**src/rtl/mdac_pkg.sv**
```systemverilog
// -----------------------------------------------------------------------------
// mdac_pkg
//   Shared definitions for the mdac datapath blocks.
//   - state_t      : control state encoding for the shift-and-add multiplier.
//                    2'b11 is not a legal state; the FSM recovers to S_IDLE
//                    from it on the next clock edge.
//   - DEFAULT_WIDTH: default operand width used by the multiplier.
// -----------------------------------------------------------------------------
package mdac_pkg;

  localparam int DEFAULT_WIDTH = 4;

  typedef enum logic [1:0] {
    S_IDLE = 2'b00,
    S_RUN  = 2'b01,
    S_DONE = 2'b10
  } state_t;

endpackage : mdac_pkg

```
**src/rtl/mul_iter_counter.sv**
```systemverilog
// -----------------------------------------------------------------------------
// mul_iter_counter
//   Iteration counter for the shift-and-add multiplier. Counts the RUN steps
//   and flags the step on which the final multiplier bit is consumed.
//
//   Parameters:
//     WIDTH  - number of iterations per operation (operand width)
//     CW     - counter width; must be able to hold WIDTH
//   Ports:
//     clk    - system clock, rising edge
//     reset  - synchronous active-high reset, clears the count
//     clear  - synchronous clear (new operation accepted)
//     enable - advance the count by one
//     last   - high while count == WIDTH-1 (final iteration)
// -----------------------------------------------------------------------------
module mul_iter_counter #(
  parameter int WIDTH = 4,
  parameter int CW    = $clog2(WIDTH) + 1
) (
  input  logic clk,
  input  logic reset,
  input  logic clear,
  input  logic enable,
  output logic last
);

  logic [CW-1:0] count;

  // NOTE: clocked state is always written with non-blocking assignments so
  // every register samples the pre-edge values of its neighbours.
  always_ff @(posedge clk) begin
    if (reset) begin
      count <= '0;
    end else if (clear) begin
      count <= '0;
    end else if (enable) begin
      count <= count + 1'b1;
    end
  end

  assign last = (count == CW'(WIDTH - 1));

endmodule : mul_iter_counter

```
**src/rtl/shift_add_mul.sv**
```systemverilog
// -----------------------------------------------------------------------------
// shift_add_mul
//   Sequential unsigned shift-and-add multiplier. An operation is accepted on
//   start while idle, then one multiplier bit is consumed per clock for WIDTH
//   clocks. The full 2*WIDTH-bit product is published on the edge that enters
//   DONE, where a single-cycle done strobe is raised.
//
//   Parameters:
//     WIDTH   - operand width, 2..16
//     CW      - iteration counter width (derived, do not override)
//   Ports:
//     clk     - system clock, rising edge
//     reset   - synchronous active-high reset, highest priority
//     start   - request pulse, only sampled in IDLE
//     a       - multiplicand, captured on accepted start
//     b       - multiplier, captured on accepted start
//     busy    - high in RUN and DONE
//     done    - one-cycle strobe, product valid and freshly updated
//     product - last completed result, held until the next completion
// -----------------------------------------------------------------------------
module shift_add_mul
  import mdac_pkg::*;
#(
  parameter  int WIDTH = DEFAULT_WIDTH,
  localparam int CW    = $clog2(WIDTH) + 1
) (
  input  logic                 clk,
  input  logic                 reset,
  input  logic                 start,
  input  logic [WIDTH-1:0]     a,
  input  logic [WIDTH-1:0]     b,
  output logic                 busy,
  output logic                 done,
  output logic [2*WIDTH-1:0]   product
);

  state_t               state;
  logic [2*WIDTH-1:0]   mcand;
  logic [WIDTH-1:0]     mplier;
  logic [2*WIDTH-1:0]   acc;
  logic [2*WIDTH-1:0]   acc_next;
  logic                 accept;
  logic                 last;

  // A new operation is only taken while idle; start in RUN/DONE is ignored.
  assign accept = (state == S_IDLE) && start;

  // Accumulator value after the current step, including this step's add.
  // Used both for the running sum and for the final product, so the product
  // captured on the last step already contains the last partial product.
  assign acc_next = mplier[0] ? (acc + mcand) : acc;

  mul_iter_counter #(
    .WIDTH (WIDTH),
    .CW    (CW)
  ) u_iter_counter (
    .clk    (clk),
    .reset  (reset),
    .clear  (accept),
    .enable (state == S_RUN),
    .last   (last)
  );

  always_ff @(posedge clk) begin
    if (reset) begin
      state   <= S_IDLE;
      mcand   <= '0;
      mplier  <= '0;
      acc     <= '0;
      product <= '0;
    end else begin
      case (state)
        S_IDLE: begin
          if (start) begin
            mcand  <= {{WIDTH{1'b0}}, a};
            mplier <= b;
            acc    <= '0;
            state  <= S_RUN;
          end
        end

        S_RUN: begin
          acc    <= acc_next;
          mcand  <= mcand << 1;
          mplier <= mplier >> 1;
          if (last) begin
            product <= acc_next;
            state   <= S_DONE;
          end
        end

        S_DONE: begin
          state <= S_IDLE;
        end

        // Illegal encoding 2'b11: fall back to IDLE without touching product.
        default: begin
          state <= S_IDLE;
        end
      endcase
    end
  end

  // Moore outputs decoded directly from the state register.
  assign busy = (state == S_RUN) || (state == S_DONE);
  assign done = (state == S_DONE);

endmodule : shift_add_mul

```
**config.mk**
```make
export PLATFORM = sky130hd
export DESIGN_NAME = shift_add_mul
export DESIGN_NICKNAME = d
export VERILOG_FILES = /design/src/rtl/mdac_pkg.sv /design/src/rtl/mul_iter_counter.sv /design/src/rtl/shift_add_mul.sv
export SDC_FILE = /design/constraint.sdc
export NUM_CORES = 1
export LEC_CHECK = 0
export CORE_UTILIZATION = 40
export DETAILED_ROUTE_END_ITERATION = 8
export SETUP_SLACK_MARGIN = 0.3
export SYNTH_ARGS = -nofsm -noshare
export SYNTH_HDL_FRONTEND = slang
export SYNTH_HIERARCHICAL = 1
export SYNTH_SLANG_ARGS = --single-unit
```
**constraint.sdc**
```tcl
create_clock -name clk -period 2.4 [get_ports clk]
set_clock_uncertainty 0.15 [all_clocks]
set_input_delay 0.36 -clock clk [delete_from_list [all_inputs] [get_ports clk]]
set_output_delay 0.36 -clock clk [all_outputs]
set_load 0.01 [all_outputs]
```
==> impl_metrics.yaml <==
outcome:
  status: "complete, no violations"
global_routing:
  grt_pass1_wl_mm: 6.27
  track_usage_pct: 18.4
  grt_overflow: 0
  grt_max_degree: 17
  grt_pass1_vias: 1405
  grt_antenna_before_repair: 0
worst_setup_path:
  critical_path.max_fanout: 3
  cp.arrival_ns: 2.13
  cp.required_ns: 2.45
  end_kind: "register"
  critPathKind: "register to register"
  setup.worst_path.start_class: "register"
detailed_routing:
  post_drt_wl_per_cell_um: 14.3
  ant_nets: 0
  vias_per_cell: 5.50
  drc: 0
  first_pass_iters: 4
  wl_mm: 3.76
  dr.first_iter.drc_count: 71
  vias: 1452
sta:
  finalCritPeriodShare_pct: 86.7
  tightest_slew_ns: 0.600
  relSlewSlack_pct: 59.7
  hold_viol_final: 0
  period_needed_ns: 2.08
  rsz0062_at_grt: "yes"
  setup_ws_ns: 0.320
  fin_setup_tns_ns: 0
  final-max-slew-violation-count: 0
  fmax_ghz: 0.481
  setup_viol: 0
pwr:
  switching_share_pct: 26.1
  p_switching_uw: 312
  ir_worst_vdd_mv: 0.298
  powerDensity_nw_per_um2: 552
  sequentialPowerShare_pct: 49.3
  clkPwrFrac_pct: 34.9
  comb_power_share_pct: 15.9
  intPower_uw: 881
  p_leak_nw: 0.831
floorplan:
  start_util_pct: 43.0
  die_width_um: 68.7
  io_pins: 21
  rows: 23
  die_height_um: 68.7
  core_um2: 4140
  die-area_um2: 4730
placement:
  portBuffers: 20
  post-place-ws_ns: 0.201
  dp_hpwl_mm: 2.88
  gp_congestion: 0.776
worst_hold_path:
  hold_class: "register to register"
synth:
  synth_area_leader_cell: "dfxtp_1"
  synthesis.nets: 212
  syn_inst: 188
  synth.distinct_cells: 45
  synth_common_cells: "33 x dfxtp_1, 25 x nor2_1, 12 x ha_1"
  ys_seq_elements: 33
  synth_edf_count: 0
  yosysSeqAreaShare_pct: 37.1
  yosys_warnings: 6
  postSynthAreaPerCell_um2: 9.48
  synth_flop_cell: "dfxtp_1"
  synth_top_area_share_pct: 37.1
  yosysMostFrequentCell: "dfxtp_1"
  synth_area_um2: 1780
  async_flop_share_pct: 0
  synth.area.top_cells: "dfxtp_1 37%, ha_1 8.4%, mux2i_1 5.6%, nor2_1 5.3%, a211oi_1 4.2%"
clock_network:
  cts_tree: "done"
  root_buffer: "clkbuf_8"
  cts_sinks: 33
  cts.clk_slew.worst_paths_ns: 0.06
  clk_latency_ns: 0.28
  hold_buffers: 0
  max-clock-path-buffers: 2
  htree_num_levels: 2
  cts_buffers: 5
cells_and_area:
  syn2layout_area_growth_pct: 21.3
  diodes: 0
  drive_gt1_share_pct: 14.5
  postLayoutCoreUtil_pct: 52.1
  fillerInstances: 407
  nets: 238
flow_run:
  maxCapViolations: 0
## power by group through the flow
stage,clock network (mW),registers (mW),logic (mW)
2_1_floorplan,0,0.592,0.138
3_3_place_gp,0,0.599,0.182
3_5_place_dp,0,0.600,0.187
4_1_cts,0.429,0.588,0.190
5_1_grt,0.454,0.591,0.210
6_report,0.416,0.588,0.190
## kinds of logic (layout without fill, tap and decap cells)
family                   Yosys count  after routing  synth area share [%]
buffers and inverters             14             40                  3.58
AND/OR/NAND/NOR                   56             56                  16.1
adder cells (fa/ha/maj)           13             13                  9.55
flip-flops                        33             33                  37.1
XOR/XNOR                           7              7                  3.44
AO/OA/AOI/OAI                     52             52                  22.5
multiplexers                      13             13                  7.72
## metal layers
metal	vias up	GRT usage [%]	wire length (µm)
li1	739	-	-
met1	672	22.8	1770
met2	35	29.8	1770
met3	6	6.25	162
met4	0	6.38	62
met5	-	0	0
## worst max-delay path: stages (launching register included)
cell and delay [ns]:
dfxtp_1 0.33, ha_2 0.22, fa_2 0.36, a21o_1 0.20, a21oi_2 0.18, mux2_4 0.32, a311oi_2 0.23
## registers in the layout (all words and copies together) (netlist names)
signal / cells
state: 2
product: 8
acc: 8
u_iter_counter/count: 3
mcand: 8
mplier: 4
## area by class of cell
class | instances | area (µm²) | area share, %
Sequential cell | 33 | 661 | 30.6
Multi-Input combinational cell | 141 | 1070 | 49.7
Clock buffer | 7 | 86.3 | 4.00
Tap cell | 50 | 62.6 | 2.90
Timing Repair Buffer | 27 | 255 | 11.8
Inverter | 6 | 22.5 | 1.04
## repair_timing
action | 4_1_cts | 5_1_grt
pin swaps | 1 | 0
gates resized for setup | 3 | 3
setup buffers | 1 | 0
endpoints found under the hold margin | 0 | 0
endpoints found under the setup margin | 2 | 8
## metrics by stage
step                total power [mW]  instances  hold WS (ns)  instance area (µm²)
floorplan                      0.730        188         0.281                 1790
global placement               0.781        256         0.297                 2050
detailed placement             0.786        256         0.301                 2050
CTS                             1.21        264         0.309                 2160
global route                    1.26        264         0.330                 2160
finish                          1.19        264         0.305                 2160
## layout by cell type (no fill, tap or decap), types with 4 or more instances in the layout
cell              n
a211oi_1         10
a21oi_1           9
a22o_1            5
a22oi_1           7
buf_4             7
clkbuf_8          6
clkdlybuf4s50_1  19
dfxtp_1          33
ha_1             10
inv_1             6
mux2i_1          10
nand2_1           7
nand2b_1          5
nor2_1           25
nor3_1            4
xnor2_1           5
## final timing paths
path / from / endpoint / slack [ns] / cells after the start
setup / recovery: mcand[0]$_SDFFE_PP0P_ / product[4]$_SDFFE_PP0P_ / 0.32 / 6
hold / removal: product[2]$_SDFFE_PP0P_ / product[2]$_SDFFE_PP0P_ / 0.30 / 2
setup reg to reg: mcand[0]$_SDFFE_PP0P_ / product[4]$_SDFFE_PP0P_ / 0.32 / 6
hold reg to reg: product[2]$_SDFFE_PP0P_ / product[2]$_SDFFE_PP0P_ / 0.30 / 2
Power figures use the tool's default switching activity.
